`config.mk`:
```
export PLATFORM = sky130hd
export DESIGN_NAME = bsg_manycore_vcache_wh_mem_responder
export DESIGN_NICKNAME = d
export VERILOG_FILES = /design/src/rtl/bsg_manycore_vcache_wh_mem_responder_pkg.sv /design/src/rtl/bsg_manycore_vcache_wh_mem_responder_fifo.sv /design/src/rtl/bsg_manycore_vcache_wh_mem_responder.sv
export SDC_FILE = /design/constraint.sdc
export NUM_CORES = 1
export LEC_CHECK = 0
export BUFFER_PORTS_ARGS = -buffer_cell sky130_fd_sc_hd__buf_2
export CORE_ASPECT_RATIO = 0.7
export CORE_MARGIN = 5
export CORE_UTILIZATION = 49
export DETAILED_ROUTE_END_ITERATION = 7
export PLACE_DENSITY = 0.76
export SYNTH_ARGS = -nofsm -noshare
export SYNTH_HDL_FRONTEND = slang
export SYNTH_HIERARCHICAL = 1
export SYNTH_SLANG_ARGS = --single-unit
```
`constraint.sdc`:
```
create_clock -name clk_i -period 2.1 [get_ports clk_i]
set_input_delay 0.42 -clock clk_i [delete_from_list [all_inputs] [get_ports clk_i]]
set_output_delay 0.42 -clock clk_i [all_outputs]
set_load 0.01 [all_outputs]
```
`src/rtl/bsg_manycore_vcache_wh_mem_responder_pkg.sv`:
```
// Shared types for the vcache DMA wormhole memory responder: header flit layout and FSM states.
// Header fields are declared MSB-first so that cord lands at bit 0 of the flit.
`define BSG_MANYCORE_VCACHE_WH_HEADER_S(cord_w, len_w, cid_w) \
  typedef struct packed {                                       \
    logic              write_not_read;                          \
    logic [cid_w-1:0]  src_cid;                                 \
    logic [cord_w-1:0] src_cord;                                \
    logic [cid_w-1:0]  cid;                                     \
    logic [len_w-1:0]  len;                                     \
    logic [cord_w-1:0] cord;                                    \
  } wh_hdr_s

package bsg_manycore_vcache_wh_mem_responder_pkg;

  typedef enum logic [2:0] {IDLE, ADDR, WR_DATA, RD_HDR, RD_DATA} wh_resp_state_e;

  localparam logic [1:0] read_credits_lp = 2'd2;

  function automatic int unsigned max_width(input int unsigned a, input int unsigned b);
    return (a > b) ? a : b;
  endfunction

endpackage

```
`src/rtl/bsg_manycore_vcache_wh_mem_responder_fifo.sv`:
```
// Two-entry ready/valid FIFO with asynchronous reset; holds read data returning to the link.
module bsg_manycore_vcache_wh_mem_responder_fifo #(
  parameter int width_p = 32
) (
  input  logic               clk_i,
  input  logic               reset_i,
  output logic               ready_o,
  input  logic [width_p-1:0] data_i,
  input  logic               v_i,
  output logic               v_o,
  output logic [width_p-1:0] data_o,
  input  logic               yumi_i
);

  logic [width_p-1:0] r_mem [2];
  logic               r_head;
  logic [1:0]         r_cnt;
  logic               w_enq;
  logic               w_wr_idx;

  assign ready_o  = (r_cnt != 2'd2);
  assign v_o      = (r_cnt != 2'd0);
  assign data_o   = r_mem[r_head];
  assign w_enq    = v_i & ready_o;
  assign w_wr_idx = r_head ^ r_cnt[0];

  always_ff @(posedge clk_i or posedge reset_i) begin
    if (reset_i) begin
      r_mem[0] <= '0;
      r_mem[1] <= '0;
      r_head   <= 1'b0;
      r_cnt    <= 2'd0;
    end else begin
      if (w_enq) r_mem[w_wr_idx] <= data_i;
      if (yumi_i) r_head <= ~r_head;
      r_cnt <= r_cnt + {1'b0, w_enq} - {1'b0, yumi_i};
    end
  end

endmodule

```
`src/rtl/bsg_manycore_vcache_wh_mem_responder.sv`:
```
// Far-end wormhole responder: executes vcache DMA read/write bursts against a ready/valid word memory
// and returns read data as wormhole packets addressed to the requesting tile.
module bsg_manycore_vcache_wh_mem_responder
  import bsg_manycore_vcache_wh_mem_responder_pkg::*;
#(
  parameter int wh_flit_width_p  = 32,
  parameter int wh_cord_width_p  = 16,
  parameter int wh_len_width_p   = 4,
  parameter int wh_cid_width_p   = 2,
  parameter int dma_addr_width_p = 28,
  parameter int dma_burst_len_p  = 8
) (
  input  logic                        clk_i,
  input  logic                        reset_i,
  input  logic [wh_flit_width_p+1:0]  wh_link_sif_i,
  output logic [wh_flit_width_p+1:0]  wh_link_sif_o,
  output logic                        mem_v_o,
  output logic                        mem_w_o,
  output logic [dma_addr_width_p-1:0] mem_addr_o,
  output logic [wh_flit_width_p-1:0]  mem_data_o,
  input  logic                        mem_ready_and_i,
  input  logic                        mem_v_i,
  input  logic [wh_flit_width_p-1:0]  mem_data_i,
  output logic                        mem_yumi_o
);

  `BSG_MANYCORE_VCACHE_WH_HEADER_S(wh_cord_width_p, wh_len_width_p, wh_cid_width_p);

  // Header fields beyond the flit width are zero on input and dropped on output.
  localparam int unsigned HDR_W = $bits(wh_hdr_s);
  localparam int unsigned EXT_W = max_width(HDR_W, wh_flit_width_p);
  localparam int unsigned CNT_W = $clog2(dma_burst_len_p + 1);
  localparam logic [CNT_W-1:0] BURST     = CNT_W'(dma_burst_len_p);
  localparam logic [CNT_W-1:0] LAST_BEAT = CNT_W'(dma_burst_len_p - 1);
  localparam logic [dma_addr_width_p-1:0] BYTES = dma_addr_width_p'(wh_flit_width_p / 8);

  wh_resp_state_e              r_state;
  logic [wh_cord_width_p-1:0]  r_src_cord;
  logic [wh_cid_width_p-1:0]   r_src_cid;
  logic                        r_wnr;
  logic [dma_addr_width_p-1:0] r_addr;
  logic [CNT_W-1:0]            r_beat;
  logic [CNT_W-1:0]            r_send;
  logic [1:0]                  r_credits;

  logic                       w_in_v, w_out_ready, w_req_ready, w_in_fire;
  logic [wh_flit_width_p-1:0] w_in_data, w_out_data, w_fifo_data, w_rsp_flit;
  logic [EXT_W-1:0]           w_in_ext, w_rsp_ext;
  wh_hdr_s                    w_in_hdr, w_rsp_hdr;
  logic                       w_issue, w_mem_fire, w_fifo_v, w_fifo_ready, w_deq, w_out_v;
  logic                       w_unused;

  assign w_in_v      = wh_link_sif_i[wh_flit_width_p+1];
  assign w_out_ready = wh_link_sif_i[wh_flit_width_p];
  assign w_in_data   = wh_link_sif_i[wh_flit_width_p-1:0];

  always_comb begin
    w_in_ext = '0;
    w_in_ext[wh_flit_width_p-1:0] = w_in_data;
    w_in_hdr = wh_hdr_s'(w_in_ext[HDR_W-1:0]);
    w_rsp_hdr      = '0;
    w_rsp_hdr.cord = r_src_cord;
    w_rsp_hdr.cid  = r_src_cid;
    w_rsp_hdr.len  = wh_len_width_p'(dma_burst_len_p);
    w_rsp_ext = '0;
    w_rsp_ext[HDR_W-1:0] = w_rsp_hdr;
    w_rsp_flit = w_rsp_ext[wh_flit_width_p-1:0];
  end

  assign w_unused = ^{w_in_ext, w_in_hdr, w_rsp_ext};

  always_comb begin
    w_req_ready = 1'b0;
    if (!reset_i) begin
      case (r_state)
        IDLE, ADDR: w_req_ready = 1'b1;
        WR_DATA:    w_req_ready = mem_ready_and_i;
        default:    w_req_ready = 1'b0;
      endcase
    end
  end

  assign w_in_fire  = w_in_v & w_req_ready;
  assign w_issue    = (r_state == RD_DATA) && (r_beat != BURST) && (r_credits != 2'd0);
  assign mem_v_o    = (r_state == WR_DATA) ? w_in_v : w_issue;
  assign mem_w_o    = (r_state == WR_DATA);
  assign mem_addr_o = r_addr + dma_addr_width_p'(r_beat) * BYTES;
  assign mem_data_o = (r_state == WR_DATA) ? w_in_data : '0;
  assign w_mem_fire = mem_v_o & mem_ready_and_i;
  assign mem_yumi_o = mem_v_i & w_fifo_ready;
  assign w_deq      = (r_state == RD_DATA) & w_fifo_v & w_out_ready;
  assign w_out_v    = (r_state == RD_HDR) | ((r_state == RD_DATA) & w_fifo_v);
  assign w_out_data = (r_state == RD_HDR)  ? w_rsp_flit :
                      (r_state == RD_DATA) ? w_fifo_data : '0;
  assign wh_link_sif_o = {w_out_v, w_req_ready, w_out_data};

  bsg_manycore_vcache_wh_mem_responder_fifo #(
    .width_p(wh_flit_width_p)
  ) u_ret_fifo (
    .clk_i  (clk_i),
    .reset_i(reset_i),
    .ready_o(w_fifo_ready),
    .data_i (mem_data_i),
    .v_i    (mem_v_i),
    .v_o    (w_fifo_v),
    .data_o (w_fifo_data),
    .yumi_i (w_deq)
  );

  always_ff @(posedge clk_i or posedge reset_i) begin
    if (reset_i) begin
      r_state    <= IDLE;
      r_src_cord <= '0;
      r_src_cid  <= '0;
      r_wnr      <= 1'b0;
      r_addr     <= '0;
      r_beat     <= '0;
      r_send     <= '0;
      r_credits  <= 2'd0;
    end else begin
      case (r_state)
        IDLE: if (w_in_fire) begin
          r_src_cord <= w_in_hdr.src_cord;
          r_src_cid  <= w_in_hdr.src_cid;
          r_wnr      <= w_in_hdr.write_not_read;
          r_state    <= ADDR;
        end
        ADDR: if (w_in_fire) begin
          r_addr  <= w_in_data[dma_addr_width_p-1:0];
          r_beat  <= '0;
          r_state <= r_wnr ? WR_DATA : RD_HDR;
        end
        WR_DATA: if (w_mem_fire) begin
          r_beat <= r_beat + 1'b1;
          if (r_beat == LAST_BEAT) r_state <= IDLE;
        end
        RD_HDR: if (w_out_ready) begin
          r_beat    <= '0;
          r_send    <= '0;
          r_credits <= read_credits_lp;
          r_state   <= RD_DATA;
        end
        RD_DATA: begin
          // r_beat doubles as the read issue count here
          if (w_mem_fire) r_beat <= r_beat + 1'b1;
          r_credits <= r_credits + {1'b0, w_deq} - {1'b0, w_mem_fire};
          if (w_deq) begin
            r_send <= r_send + 1'b1;
            if (r_send == LAST_BEAT) r_state <= IDLE;
          end
        end
        default: r_state <= IDLE;
      endcase
    end
  end

endmodule

```
Word level (Yosys, flattened, before mapping)
Cells that the tools add are included.
{"block": "classes", "eq_ne": 16, "addsub": 7, "n_bitwise": 10, "n_lt_le_gt_ge": 3, "reduce_logical": 16, "mux": 28}
{"operator": "two-way mux 32 bit", "n": 7}
{"operator": "bitwise mux 64 bit", "n": 1}
{"operator": "demux 32 bit (select 1 bit)", "n": 1}
{"operator": "adder 28 x 6 -> 28 bit", "n": 1}
{"operator": "two-way mux 3 bit", "n": 7}
{"operator": "two-way mux 4 bit", "n": 4}
{"operator": "one-hot mux 3 bit (5 select lines)", "n": 1}
{"operator": "one-hot mux 4 bit (3 select lines)", "n": 1}
{"operator": "inequality test 2 x 1 -> 1 bit, second input constant", "n": 5}
{"operator": "adder 4 x 1 -> 4 bit, second input constant", "n": 2}
{"operator": "== test 4 x 3 -> 1 bit, second input constant", "n": 2}
{"operator": "inequality test 2 bit, second input constant", "n": 4}
{"operator": "one-hot mux 4 bit (2 select lines)", "n": 1}
{"operator": "AND reduction 7 bit", "n": 1}
{"operator": "== test 3 x 2 -> 1 bit, second input constant", "n": 2}
{"operator": "AND reduction 2 bit", "n": 3}
{"operator": "nonzero test 2 bit", "n": 3}
{"operator": "bitwise AND 1 bit", "n": 5}
{"operator": "adder 2 x 1 -> 2 bit", "n": 2}
{"operator": "greater-or-equal comparator 2 bit, second input constant", "n": 2}
{"operator": "inequality test 4 bit, second input constant", "n": 1}
{"operator": "NOT 1 -> 2 bit", "n": 2}
{"operator": "one-hot mux 2 bit (2 select lines)", "n": 1}
{"operator": "AND reduction 4 bit", "n": 1}
{"operator": "other kinds (15)", "n": 20}
{"block": "word_totals", "output_inout_bits": 97, "reg_bits": 118, "wordCells": 90}

Depth between registers and ports, before layout
Gate-level depths: netlist (run 1).
{"block": "logic_depth", "ltp_word": 7, "ltp_mapped": 12, "ltp_nobuf": 12}

By module
Netlist (run 1), hierarchy kept.
{"module": "bsg_manycore_vcache_wh_mem_responder", "cells_each": 341, "area_each_um2": 3403.3, "n_inst": 1, "seq_area_each_um2": 1276.2}
{"module": "bsg_manycore_vcache_wh_mem_responder_fifo", "cells_each": 198, "area_each_um2": 3178.0, "n_inst": 1, "seq_area_each_um2": 1676.6}

Worst setup path after synthesis (run 1)
No wires, ideal clock.
{"block": "synth_path", "path_type": "reg-to-output", "startpoint": "register r_beat[0]", "endpoint": "output port mem_addr_o[24]", "slack_ns": -0.245, "path_stages_with_launch": 8, "t_required_ns": 1.680, "n_path_buf": 0, "arrival_ns": 1.925, "cell_sequence": "dfrtp_1 > ha_1 > inv_1 > fa_1 > nand2b_1 > a21o_1 > nor4_1 > xor2_1"}
{"block": "synth_between", "elab_chain_len": 1}
{"item": "start, declared", "line_no": "bsg_manycore_vcache_wh_mem_responder.sv:42", "source": "logic [CNT_W-1:0] r_beat;"}
{"item": "start signal, assigned", "line_no": "bsg_manycore_vcache_wh_mem_responder.sv:134", "source": "r_beat <= r_beat + 1'b1;"}
{"item": "start signal, assigned", "line_no": "bsg_manycore_vcache_wh_mem_responder.sv:145", "source": "if (w_mem_fire) r_beat <= r_beat + 1'b1;"}
{"item": "adder 28 x 6 -> 28 bit", "line_no": "bsg_manycore_vcache_wh_mem_responder.sv:87", "source": "assign mem_addr_o = r_addr + dma_addr_width_p'(r_beat) * BYTES;"}
{"item": "end, declared", "line_no": "bsg_manycore_vcache_wh_mem_responder.sv:19", "source": "output logic [dma_addr_width_p-1:0] mem_addr_o,"}
No other way between the ends.

Worst setup path in the final report (run 1)
Ends and elaborated chain as after synthesis.

==> results, run 1 <==
- The run finished, with violations left.
- The final reports fail on setup timing.
- The post-synthesis sequential area ratio is 0.449.
- Across all hold checks on the routed design, the worst slack comes to between 90 and 100 ps.
- Of all nets on the critical path, the largest fanout is 6.
- The number of fillers in the final layout is 704.
- The multi-input gate area in the final layout is approximately 4000 um2.
- The count of final max-slew check failures is 0.
- The detailed-router iteration count before antenna repair is 5.
- The first-pass GRT wire length is approximately 34 mm.
- In the final routed layout, each cell accounts on average for between 20 and 25 um.
- The leakage power summed over all cells is slightly below 5 nW.
- Synthesis inferred 118 register bits.
- In this run the tightest slew margin relative to its limit is 0.595.
- Across every metal layer, demand over resource in global routing totals 0.273.
- In the synthesized netlist the async set-or-reset flop fraction comes to 1.00.
- The worst slack after detailed placement is -235 ps.
- For this run, the leading register cell type out of synthesis is dfrtp_1.
- For this run, the slowest stage of the critical path takes 390 ps.
- The setup slack on the worst flop-to-flop path is -540 ps.
- The final hold violation count came to 0.
- The number of hold-repair buffers added at the cts stage is 0.
- The synthesized area divided by synthesized cell count is roughly 12 um2.
- For this run, the share of the core covered by cells in the final layout is 0.774.
- Yosys mapped a number of flops with a built-in enable equal to 0.
- The area of all sequential standard cells is 2960 um2.
- After clock tree synthesis, the clock-pin slew on the worst setup and hold paths is 60 ps.
- The cell type group with the largest total delay on the critical path is adder cells.
- The die boundary width is 149 um.
- The detailed router placed roughly 5700 vias in this run.
- For the pin with the worst max-slew slack, the measured transition is roughly 600 ps.
- IR analysis of the VDD net gives a maximum drop of around 0.9 mV.
- The worst setup path is of the flip-flop to output port kind.
- In the finished design, the share of the clock period the worst path needs comes to 1.39.
- The total area inside the core boundary comes to between 10000 and 15000 um2.
- From bottom edge to top edge, the die measures approximately 110 um.
- The layout cell share with drive strength beyond 1 is 0.688.
- The area of the mapped netlist is about 6600 um2.
- The worst setup path is captured at an output port.
- The number of nets handed over by synthesis was just over 600.
- The layout-stage area growth over the synthesis result is 54.9%.
- Timing would allow up to about 0.34 GHz.
- The site row count is 35.
- Setup repair after global routing could not meet its margin everywhere.
- By area the synthesized netlist is led by dfrtp_1 45%, mux2_2 17%, mux2_4 8.2%.
- In this run the number of H-tree levels came out at 4.
- The later pin in the worst-skew pair is clocked with a latency of approximately 410 ps.
- Across the routed clock network, the largest skew measured is around 9.7 ps.
- The critical path contains buffers and inverters numbering 2 combined.
- Max-cap violations in this run came to 0.
- The post-detailed-routing wire length is 23.6 mm.
- The final setup slack of the worst path is -811 ps.
- The top cell types in the final layout, fill and taps aside, are 115 x dfrtp_1, 109 x buf_2, 80 x buf_6.
- TritonCTS built the clock tree.
- The ratio of routed vias to standard cells is around 5.8.
- In the routed design, unresolved DRC markers number 0.
- The routed design could run at a clock period as short as between 2000 and 3000 ps.
- Clock tree synthesis inserted a total of 17 buffers.
- The congestion estimate from routability-driven global placement came to ~0.87.
- Leaving out fill and tap cells, the most frequent cell in the layout is dfrtp_1.
- The sink count of the clock tree is roughly 120.
- The worst min-delay path class is primary input to async pin.
- In this run the power density over the cells is around 1500 nW/um2.
- The half-perimeter wire length of the detailed placement result is 12.0 mm.
- The number of global-route vias before repair came to 6108.
- The kind of start point of the critical path is a flip-flop.
- CTS placed an instance of clkbuf_16 at the clock tree root.
- In this run the critical register-to-register path is launched from r_beat[0].
- Data on the critical path arrives at its endpoint at ~2500 ps.
- The required time of the worst setup path is around 1700 ps.
- For this design, the slowest cell found on the critical path is dfrtp_1.
- Setup violations remaining at the end of the flow were counted as 94.
- The maximum count of clock buffers along a single path is 2.
- The count of nets after finishing is between 800 and 900.
- The global-route congestion overflow total is 0.
- The cell taking the most area after synthesis is dfrtp_1.
- The number of warnings printed during yosys synthesis is 6.
- The largest net degree at the start of global routing is 68.
- The number of antenna violations at the first check in global routing is 1.
- Once detail routing completed, the nets flagged for antenna violations numbered 0.
- The first routing iteration left 546 violations.
- In this run the tool buffered the top-level ports with around 170 buffer cells.
- Of the post-synthesis cell area, the dominant cell type holds 0.449.
- In this run the critical register-to-register path is captured at r_credits[1].
- The area of the die is around 16000 um2.
- Synthesis handed over a netlist of between 500 and 600 instances.
- The cell depth of the worst flop-to-flop path is 13.
- The distinct cell type count of the synthesized netlist is 54.
- Walking the worst path, the cells encountered are ha_2, inv_2, fa_2, nand2b_4, a21o_4, nor4_4, xor2_1, buf_2.
- The count of pins on the block boundary is about 170.
- The initial cell density of the core is 0.499.
-- state kept, by name, summed over array words and instances, names as in the netlist --
name and cells:
u_ret_fifo/r_mem 64, r_addr 28, r_src_cord 10, r_beat 4
r_send 4, r_state 3, r_credits 2, u_ret_fifo/r_cnt 2
u_ret_fifo/r_head 1
-- synthesized netlist by cell type (2+ instances only) --
master,instances
xnor2_1,13
and3b_1,2
o21ai_0,12
nand3b_1,2
nand2b_1,6
o2111ai_1,2
inv_1,17
nand2_1,24
nor3_1,12
dfrtp_1,118
nand4_1,3
a21oi_1,6
a211oi_1,5
nor4_2,3
a21o_1,3
ha_1,11
or3_1,2
buf_2,7
o221ai_1,2
buf_6,10
nor4_1,3
a22o_1,13
clkbuf_1,8
o211ai_2,2
xor2_1,15
nor2_1,10
mux2_4,36
buf_4,9
mux2_2,97
and2_1,54
nand3_1,6
and4_1,4
-- cell families (layout without fill, tap and decap cells) --
group	after synthesis	in the layout	synth area share
AO/OA/AOI/OAI	54	54	0.0622
XOR/XNOR	28	28	0.0373
adder cells (fa/ha/maj)	12	12	0.0240
buffers and inverters	51	312	0.0470
flip-flops	118	118	0.449
multiplexers	134	134	0.250
other	0	1	0
AND/OR/NAND/NOR	142	142	0.131
-- power breakdown --
group,switching [mW],internal [mW]
Clock,1.07,2.05
Sequential,0.991,3.42
Combinational,3.49,4.59
-- area by class of cell --
cell class	count	share of cell area
antenna	1	0.000245
clock buffer	20	0.0448
clock inverter	12	0.0173
inverter	17	0.00736
multi-input combinational	370	0.389
sequential	118	0.290
tap	185	0.0227
timing repair buffer	263	0.229
-- stage by stage --
stage	instances	power, mW	area [um2]	TNS (ps)
2_1_floorplan	539	8.10	6680	-563
3_3_place_gp	896	9.58	7890	-978
3_5_place_dp	896	9.86	7890	-1830
4_1_cts	978	14.7	9820	-19050
5_1_grt	986	16.2	10200	-32460
6_report	986	15.6	10200	-26960
-- worst min-delay path: stages --
cell and delay, ps:
buf_2 140, inv_2 80, buf_12 250
-- per-layer routing --
layer,up-vias,GRT usage,share of wire
li1,2407,-,-
met1,2865,0.343,0.40
met2,310,0.446,0.50
met3,92,0.0663,0.062
met4,0,0.129,0.044
met5,-,0,0
-- what timing repair did --
action | CTS | global route
pin swaps | 48 | 39
resized for setup | 166 | 93
cloned | 14 | 0
endpoints found under the setup margin | 93 | 98
setup buffers | 37 | 17
-- worst max-delay path by stage --
stage              start              to  cells after the start
2_1_floorplan  r_beat[0]    r_credits[1]                     12
3_3_place_gp   r_beat[0]  mem_addr_o[12]                      8
3_5_place_dp   r_beat[0]  mem_addr_o[24]                      8
4_1_cts        r_addr[2]  mem_addr_o[26]                      8
5_1_grt        r_beat[0]  mem_addr_o[24]                      8
6_report       r_beat[0]  mem_addr_o[24]                      8
Power figures use the tool's default switching activity.
==> inputs of run 2 (changes only) <==
--- a/config.mk
+++ b/config.mk
@@ -5,7 +5,7 @@
 export SDC_FILE = /design/constraint.sdc
 export NUM_CORES = 1
 export LEC_CHECK = 0
-export BUFFER_PORTS_ARGS = -buffer_cell sky130_fd_sc_hd__buf_2
+export BUFFER_PORTS_ARGS = -buffer_cell sky130_fd_sc_hd__clkbuf_2
 export CORE_ASPECT_RATIO = 0.7
 export CORE_MARGIN = 5
 export CORE_UTILIZATION = 49
==> run 2 against run 1 <==
- the run still ends with setup timing left
- via count down 0.70%
- critical path depth unchanged
- largest power group unchanged
- worst setup slack better by 56 ps
- largest cell class unchanged
- non-clock buffer count down 3
- utilization down 1.2 points
- worst hold slack better by 42 ps
- critical endpoint is now mem_addr_o[10]
- die area unchanged
- global-route usage down 1.5 points
- combinational power down 2%
- maximum frequency up 2.0%
- sequential cell count unchanged
- highest routed layer unchanged
- clock power down 5%
==> results, run 2 (synthesis gave the netlist of run 1 again) <==
- The global-route congestion overflow total was 0 (unchanged).
- The number of failing setup endpoints in the final timing report came to 89 (-5.3%).
- On the critical path, the stage with the largest delay is an instance of dfrtp_1.
- The worst min-delay path class is primary input to async pin.
- The largest net degree at the start of global routing is 52 (-24%).
- The total stage count of the critical path was 8 (unchanged).
- The library cells used most frequently in the layout, excluding fill and tap cells, are 114 x dfrtp_1, 97 x mux2_2, 82 x clkbuf_2.
- The maximum achievable frequency was 0.350 GHz (+2.0%).
- The buffer and inverter count on the worst path was 2 (unchanged).
- The half-perimeter wire length of the detailed placement result is 12.1 mm (+0.51%).
- The minimum clock period is 2860 ps (-55.8 ps).
- The maximum vdd ir drop came to 0.989 mV (+9.9%).
- The arrival time reported for the critical path endpoint is 2440 ps (-50 ps).
- The cell depth of the worst flop-to-flop path is 14 (+1).
- The number of routed nets with antenna violations is 0 (unchanged).
- The via count is 5634 (-0.70%).
- The detailed-router iteration count before antenna repair is 7 (+2).
- The layout-stage area growth over the synthesis result is 52.6%.
- The ratio of routed vias to standard cells is 5.74 (-0.30%).
- The critical path starts at r_addr[2].
- The layout cell share with drive strength beyond 1 was 0.686 (-0.00157).
- The average wire per cell in the routed design is 23.3 um (-2.9%).
- The final setup slack of the worst path is -755 ps (+55.8 ps).
- The largest fanout of any net on the critical path is 3 (-3).
- TritonCTS built the clock tree.
- The first-pass GRT wire length is 31.9 mm (-5.3%).
- The depth of the CTS H-tree is 4 (unchanged).
- The count of nets after finishing was 866 (-0.35%).
- The critical path goes through ha_2, inv_2, fa_2, nand2b_4, a211oi_4, nand2_1, xnor2_1, buf_2.
- The post-route clock skew is 7.25 ps (-2.40 ps).
- The die boundary width is 149 um (unchanged).
- Setup repair after global routing could not meet its margin everywhere.
- The end point of the critical path is mem_addr_o[10].
- The post-detailed-routing wire length is 22.9 mm (-3.3%).
- The clock input transition at the sequential cells of the worst setup and hold paths is 60 ps (about the same).
- The type of element capturing the critical path is an output port.
- The total of buffers placed on input and output ports is 166 (unchanged).
- The clock network latency to the later pin of the worst-skew pair is 410 ps (about the same).
- The number of hold-repair buffers added at the cts stage is 0 (unchanged).
- The number of non-filler instances in the completed layout is 982 (-0.41%).
- The required time of the worst setup path is 1680 ps (about the same).
- The endpoint identified for the worst register-to-register timing path is r_credits[1].
- The maximum count of clock buffers along a single path was 2 (unchanged).
- The number of fillers in the final layout was 725 (+3.0%).
- The path type of the worst setup path is flip-flop to output port.
- Grouping stages by cell kind, the critical path spends the most delay in adder cells.
- The leakage power summed over all cells is 4.78 nW (-3.6%).
- The sink count of the clock tree is 118 (unchanged).
- The largest registers in the layout are u_ret_fifo/r_mem (64), r_addr (28), r_src_cord (10).
- Counting flops per register, the top entry is u_ret_fifo/r_mem.
- The number of global-route vias before repair is 5817 (-4.8%).
- The detailed router's first-iteration violation count is 409 (-25%).
- The die extent in y is 107 um (unchanged).
- The kind of start point of the critical path is a flip-flop.
- The power density over the cells came to 1510 nW/um2 (-1.2%).
- The flip-flop count of the largest register after layout is 64 (unchanged).
- The site row count is 35 (unchanged).
- The overall global routing resource usage came to 0.258 (-0.0148).
- The delay contributed by the slowest stage of the critical path was 390 ps (about the same).
- The flow ran to the end, but the final reports show violations.
- The count of pins on the block boundary came to 167 (unchanged).
- The final hold violation count is 0 (unchanged).
- The total clock buffers created by CTS is 17 (unchanged).
- The count of final max-slew check failures is 0 (unchanged).
- The most frequent standard cell in the layout excluding fill and tap cells is dfrtp_1.
- The post-route DRC violation count is 0 (unchanged).
- The area of all sequential standard cells is 2960 um2 (+0.13%).
- The area of the die is 15900 um2 (unchanged).
- The post-route core utilization came to 0.762 (-0.0118).
- The transition time of the tightest slew-check pin is 709 ps (+106 ps).
- The routability-driven placement congestion ratio is 0.861 (-1.2%).
- The checks that failed: setup timing.
- The count of max-cap constraint violations came to 0 (unchanged).
- The headroom to the max-slew limit is 0.526 (-0.0690).
- The worst hold margin is 135 ps (+41.8 ps).
- The number of cells in the design after placement is 894 (-0.22%).
- The initial cell density of the core was 0.499 (unchanged).
- The number of antenna violations at the first check in global routing was 1 (unchanged).
- The cell sitting at the root of the clock tree is a clkbuf_16.
- The area of the core is 13200 um2 (unchanged).
- In this run the critical register-to-register path is launched from r_beat[0].
- The multi-input gate area in the final layout came to 3860 um2 (-2.6%).
- The setup slack on the worst flop-to-flop path was -400 ps (+140 ps).
- The final period utilization is 1.36 (-0.0266).
[run 2: area by class of cell]
class,count,share of cell area
inverters,17,0.00673
repair buffers,260,0.232
clock buffers,24,0.0500
clock inverters,7,0.00935
diodes,1,0.000249
multi-input cells,370,0.384
flip-flops and latches,118,0.295
well taps,185,0.0231
[run 2: repair_timing]
action                     CTS  global route
pin swaps                   36            66
gates cloned                10             2
setup endpoints to repair   93            96
buffers inserted            40            13
gates resized for setup    105           214
[run 2: report_power, final]
part / internal (mW) / switching [mW]
Clock: 1.90 / 1.06
Combinational: 4.42 / 3.48
Sequential: 3.42 / 0.885
Total: 9.74 / 5.43
[run 2: metal layers]
metal	vias up	wire (um)	global-route usage
li1	2399	-	-
met1	2859	9270	0.349
met2	304	11200	0.424
met5	-	0	0
met3	72	1510	0.0418
met4	0	849	0.0910
[run 2: worst min-delay path by stage]
stage                         endpoint  cells past startpoint  slack (ps)
after floorplan           r_credits[1]                      1         450
after global placement    r_credits[1]                      1         460
after detailed placement  r_credits[1]                      1         480
after CTS                   r_addr[12]                      3         130
after global routing        r_state[0]                      3         170
final                       r_state[1]                      3         130
[run 2: tightest hold or removal path: cells and delay by family]
family,cells,cell delay (ps)
buffers and inverters,3,500
[run 2: metrics by stage]
| step | total power, mW | worst slack [ps] | instance area (um2) | TNS [ps] |
|---|---|---|---|---|
| after global routing | 15.8 | -751 | 10000 | -24190 |
| after detailed placement | 9.86 | -244 | 7870 | -2020 |
| after CTS | 14.1 | -618 | 9440 | -19740 |
| final | 15.2 | -755 | 10000 | -19940 |
| after global placement | 9.57 | -128 | 7870 | -1090 |
| after floorplan | 8.10 | -105 | 6680 | -563 |
==> inputs of run 3 (changes only) <==
--- a/config.mk
+++ b/config.mk
@@ -6,7 +6,6 @@
 export NUM_CORES = 1
 export LEC_CHECK = 0
 export BUFFER_PORTS_ARGS = -buffer_cell sky130_fd_sc_hd__clkbuf_2
-export CORE_ASPECT_RATIO = 0.7
 export CORE_MARGIN = 5
 export CORE_UTILIZATION = 49
 export DETAILED_ROUTE_END_ITERATION = 7
==> run 3 against run 2 <==
- the flow still finishes with violations (setup timing)
- clock power is 2% higher
- die area is 0.23% lower
- worst hold slack worse by 71 ps
- power is 0.45% lower
- worst setup slack better by 76 ps
- non-clock buffer count is 5 higher
==> results, run 3 (synthesis gave the netlist of run 1 again) <==
- The count of max-cap constraint violations came to 0 (unchanged).
- The delay contributed by the slowest stage of the critical path is 370 ps (-20 ps).
- The number of antenna cells inserted is 0 (-1).
- The site row count was 42 (+20%).
- The setup slack on the worst flop-to-flop path came to -450 ps (-50 ps).
- The routability-driven placement congestion ratio was 0.892 (+3.5%).
- Walking the worst path, the cells encountered are ha_2, inv_2, fa_2, nand2b_4, a21o_4, nor3_2, xor2_1, buf_2.
- The transition time of the tightest slew-check pin is 574 ps (-135 ps).
- The largest net degree at the start of global routing is 68 (+31%).
- The count of final max-slew check failures is 0 (unchanged).
- The final period utilization was 1.32 (-0.0363).
- The cell depth of the worst flop-to-flop path is 14 (unchanged).
- The checks that failed: setup timing.
- The area of all sequential standard cells came to 2960 um2 (unchanged).
- The first-pass GRT wire length is 29.8 mm (-6.5%).
- Clock tree synthesis selected as its root buffer the cell clkbuf_16.
- The area of the die was 15800 um2 (-0.23%).
- The maximum achievable frequency is 0.360 GHz (+2.7%).
- The maximum vdd ir drop was 0.881 mV (-11%).
- The count of nets after finishing is 871 (+0.58%).
- The cell type group with the largest total delay on the critical path is adder cells.
- The buffer and inverter count on the worst path is 2 (unchanged).
- The leakage power summed over all cells is 4.90 nW (+2.5%).
- The type of element capturing the critical path is an output port.
- The detailed router's first-iteration violation count is 559 (+37%).
- The number of fillers in the final layout is 797 (+9.9%).
- The worst slack after detailed placement is -237 ps (+6.83 ps).
- The endpoint of the worst-slack reg-to-reg timing path is r_credits[1].
- The minimum clock period is 2780 ps (-76.1 ps).
- The detailed-router iteration count before antenna repair is 5 (-2).
- The clock input transition at the sequential cells of the worst setup and hold paths was 50 ps (about the same).
- The worst hold path belongs to the class primary input to async pin.
- The maximum count of clock buffers along a single path was 2 (unchanged).
- TritonCTS built the clock tree.
- The largest registers in the layout are u_ret_fifo/r_mem (64), r_addr (28), r_src_cord (10).
- The die extent in y was 126 um (+18%).
- More flip-flops sit in one register than any other, and that register is u_ret_fifo/r_mem.
- The global-route congestion overflow total is 0 (unchanged).
- The power density over the cells came to 1500 nW/um2 (-0.84%).
- The total power consumption of the routed design is 15.1 mW (-0.45%).
- The final setup slack of the worst path is -679 ps (+76.1 ps).
- The final hold violation count is 0 (unchanged).
- The total clock buffers created by CTS is 17 (unchanged).
- The overall global routing resource usage is 0.235 (-0.0232).
- The initial cell density of the core is 0.499 (about the same).
- In this run the critical register-to-register path is launched from r_beat[0].
- The number of hold-repair buffers added at the cts stage is 0 (unchanged).
- The number of global-route vias before repair is 5679 (-2.4%).
- The headroom to the max-slew limit is 0.615 (+0.0891).
- The average wire per cell in the routed design is 21.1 um (-9.5%).
- The layout-stage area growth over the synthesis result is 53.2%.
- The kind of start point of the critical path is a flip-flop.
- The area of the core is 13200 um2 (about the same).
- Setup repair after global routing could not meet its margin everywhere.
- The depth of the CTS H-tree is 4 (unchanged).
- The sink count of the clock tree is 118 (unchanged).
- The path type of the worst setup path is flip-flop to output port.
- The die boundary width is 126 um (-15%).
- The post-route clock skew is 4.38 ps (-2.87 ps).
- The number of routed nets with antenna violations is 0 (unchanged).
- The total of buffers placed on input and output ports came to 166 (unchanged).
- The flip-flop count of the largest register after layout is 64 (unchanged).
- The flow ran to the end, but the final reports show violations.
- The count of pins on the block boundary is 167 (unchanged).
- The layout cell share with drive strength beyond 1 was 0.688 (+0.00235).
- The arrival time reported for the critical path endpoint is 2360 ps (-80 ps).
- The largest fanout of any net on the critical path came to 6 (+3).
- The clock network latency to the later pin of the worst-skew pair is 420 ps (about the same).
- The worst hold margin was 63.2 ps (-71.3 ps).
- The most frequent standard cell in the layout excluding fill and tap cells is dfrtp_1.
- The multi-input gate area in the final layout was 3920 um2 (+1.5%).
- The number of antenna violations at the first check in global routing is 0 (-1).
- The cell with the largest stage delay on the worst path is dfrtp_1.
- The summed negative setup slack over all endpoints came to -20430 ps (-485 ps).
- The post-route DRC violation count is 0 (unchanged).
- The number of failing setup endpoints in the final timing report is 88 (-1.1%).
- The post-detailed-routing wire length is 20.6 mm (-9.8%).
- The required time of the worst setup path is 1680 ps (about the same).
- The via count came to 5414 (-3.9%).
- The half-perimeter wire length of the detailed placement result is 11.6 mm (-4.3%).
- The post-route core utilization is 0.764 (+0.00253).
- The ratio of routed vias to standard cells came to 5.54 (-3.5%).
- Leaving out fill and tap cells, the most frequent cells in the layout are 112 x dfrtp_1, 84 x mux2_2, 80 x buf_6.
-- run 3: changes by cell type in the layout (fill, tap and decap cells not counted), sizes merged --
cell	before	now
buf	175	188
clkbuf	109	100
clkinv	3	5
bufinv	2	3
clkinvlp	3	2
diode	1	0
-- run 3: worst max path at each step --
stage                    from             end  slack, ps  depth (start not counted)
global placement    r_beat[3]  mem_addr_o[27]       -150                          7
global route        r_beat[0]  mem_addr_o[20]       -770                          8
finish              r_beat[0]  mem_addr_o[20]       -680                          8
detailed placement  r_addr[5]  mem_addr_o[27]       -240                          7
CTS                 r_beat[0]  mem_addr_o[16]       -610                          8
floorplan           r_beat[0]    r_credits[1]       -110                         12
-- run 3: area by class of cell --
| cell class | count | area share |
|---|---|---|
| Multi-Input combinational cell | 370 | 0.389 |
| Sequential cell | 118 | 0.294 |
| Clock inverter | 9 | 0.0122 |
| Clock buffer | 23 | 0.0484 |
| Timing Repair Buffer | 265 | 0.229 |
| Tap cell | 176 | 0.0218 |
| Inverter | 17 | 0.00670 |
-- run 3: through the flow --
stage | area [um2] | std cells
global placement | 7840 | 884
detailed placement | 7840 | 884
finish | 10100 | 978
floorplan | 6680 | 539
CTS | 9400 | 967
global route | 10100 | 978
-- run 3: where the power goes --
part	switching [mW]	leakage (nW)	internal [mW]	total, mW
Clock	1.04	0.303	1.98	3.02
Sequential	0.851	1.41	3.42	4.27
Combinational	3.28	3.19	4.53	7.81
Total	5.18	4.90	9.93	15.1
-- run 3: routing by layer --
layer | global-route usage | vias to the layer above | part of all wire
met3 | 0.0699 | 40 | 0.066
met2 | 0.405 | 229 | 0.52
met4 | 0.0732 | 0 | 0.022
met5 | 0 | - | 0
li1 | - | 2397 | -
met1 | 0.284 | 2748 | 0.39
-- run 3: what timing repair did --
action / 4_1_cts / 5_1_grt
pin swaps: 38 / 73
setup buffers: 40 / 17
cloned: 11 / 3
resized for setup: 110 / 234
setup endpoints to repair: 82 / 97
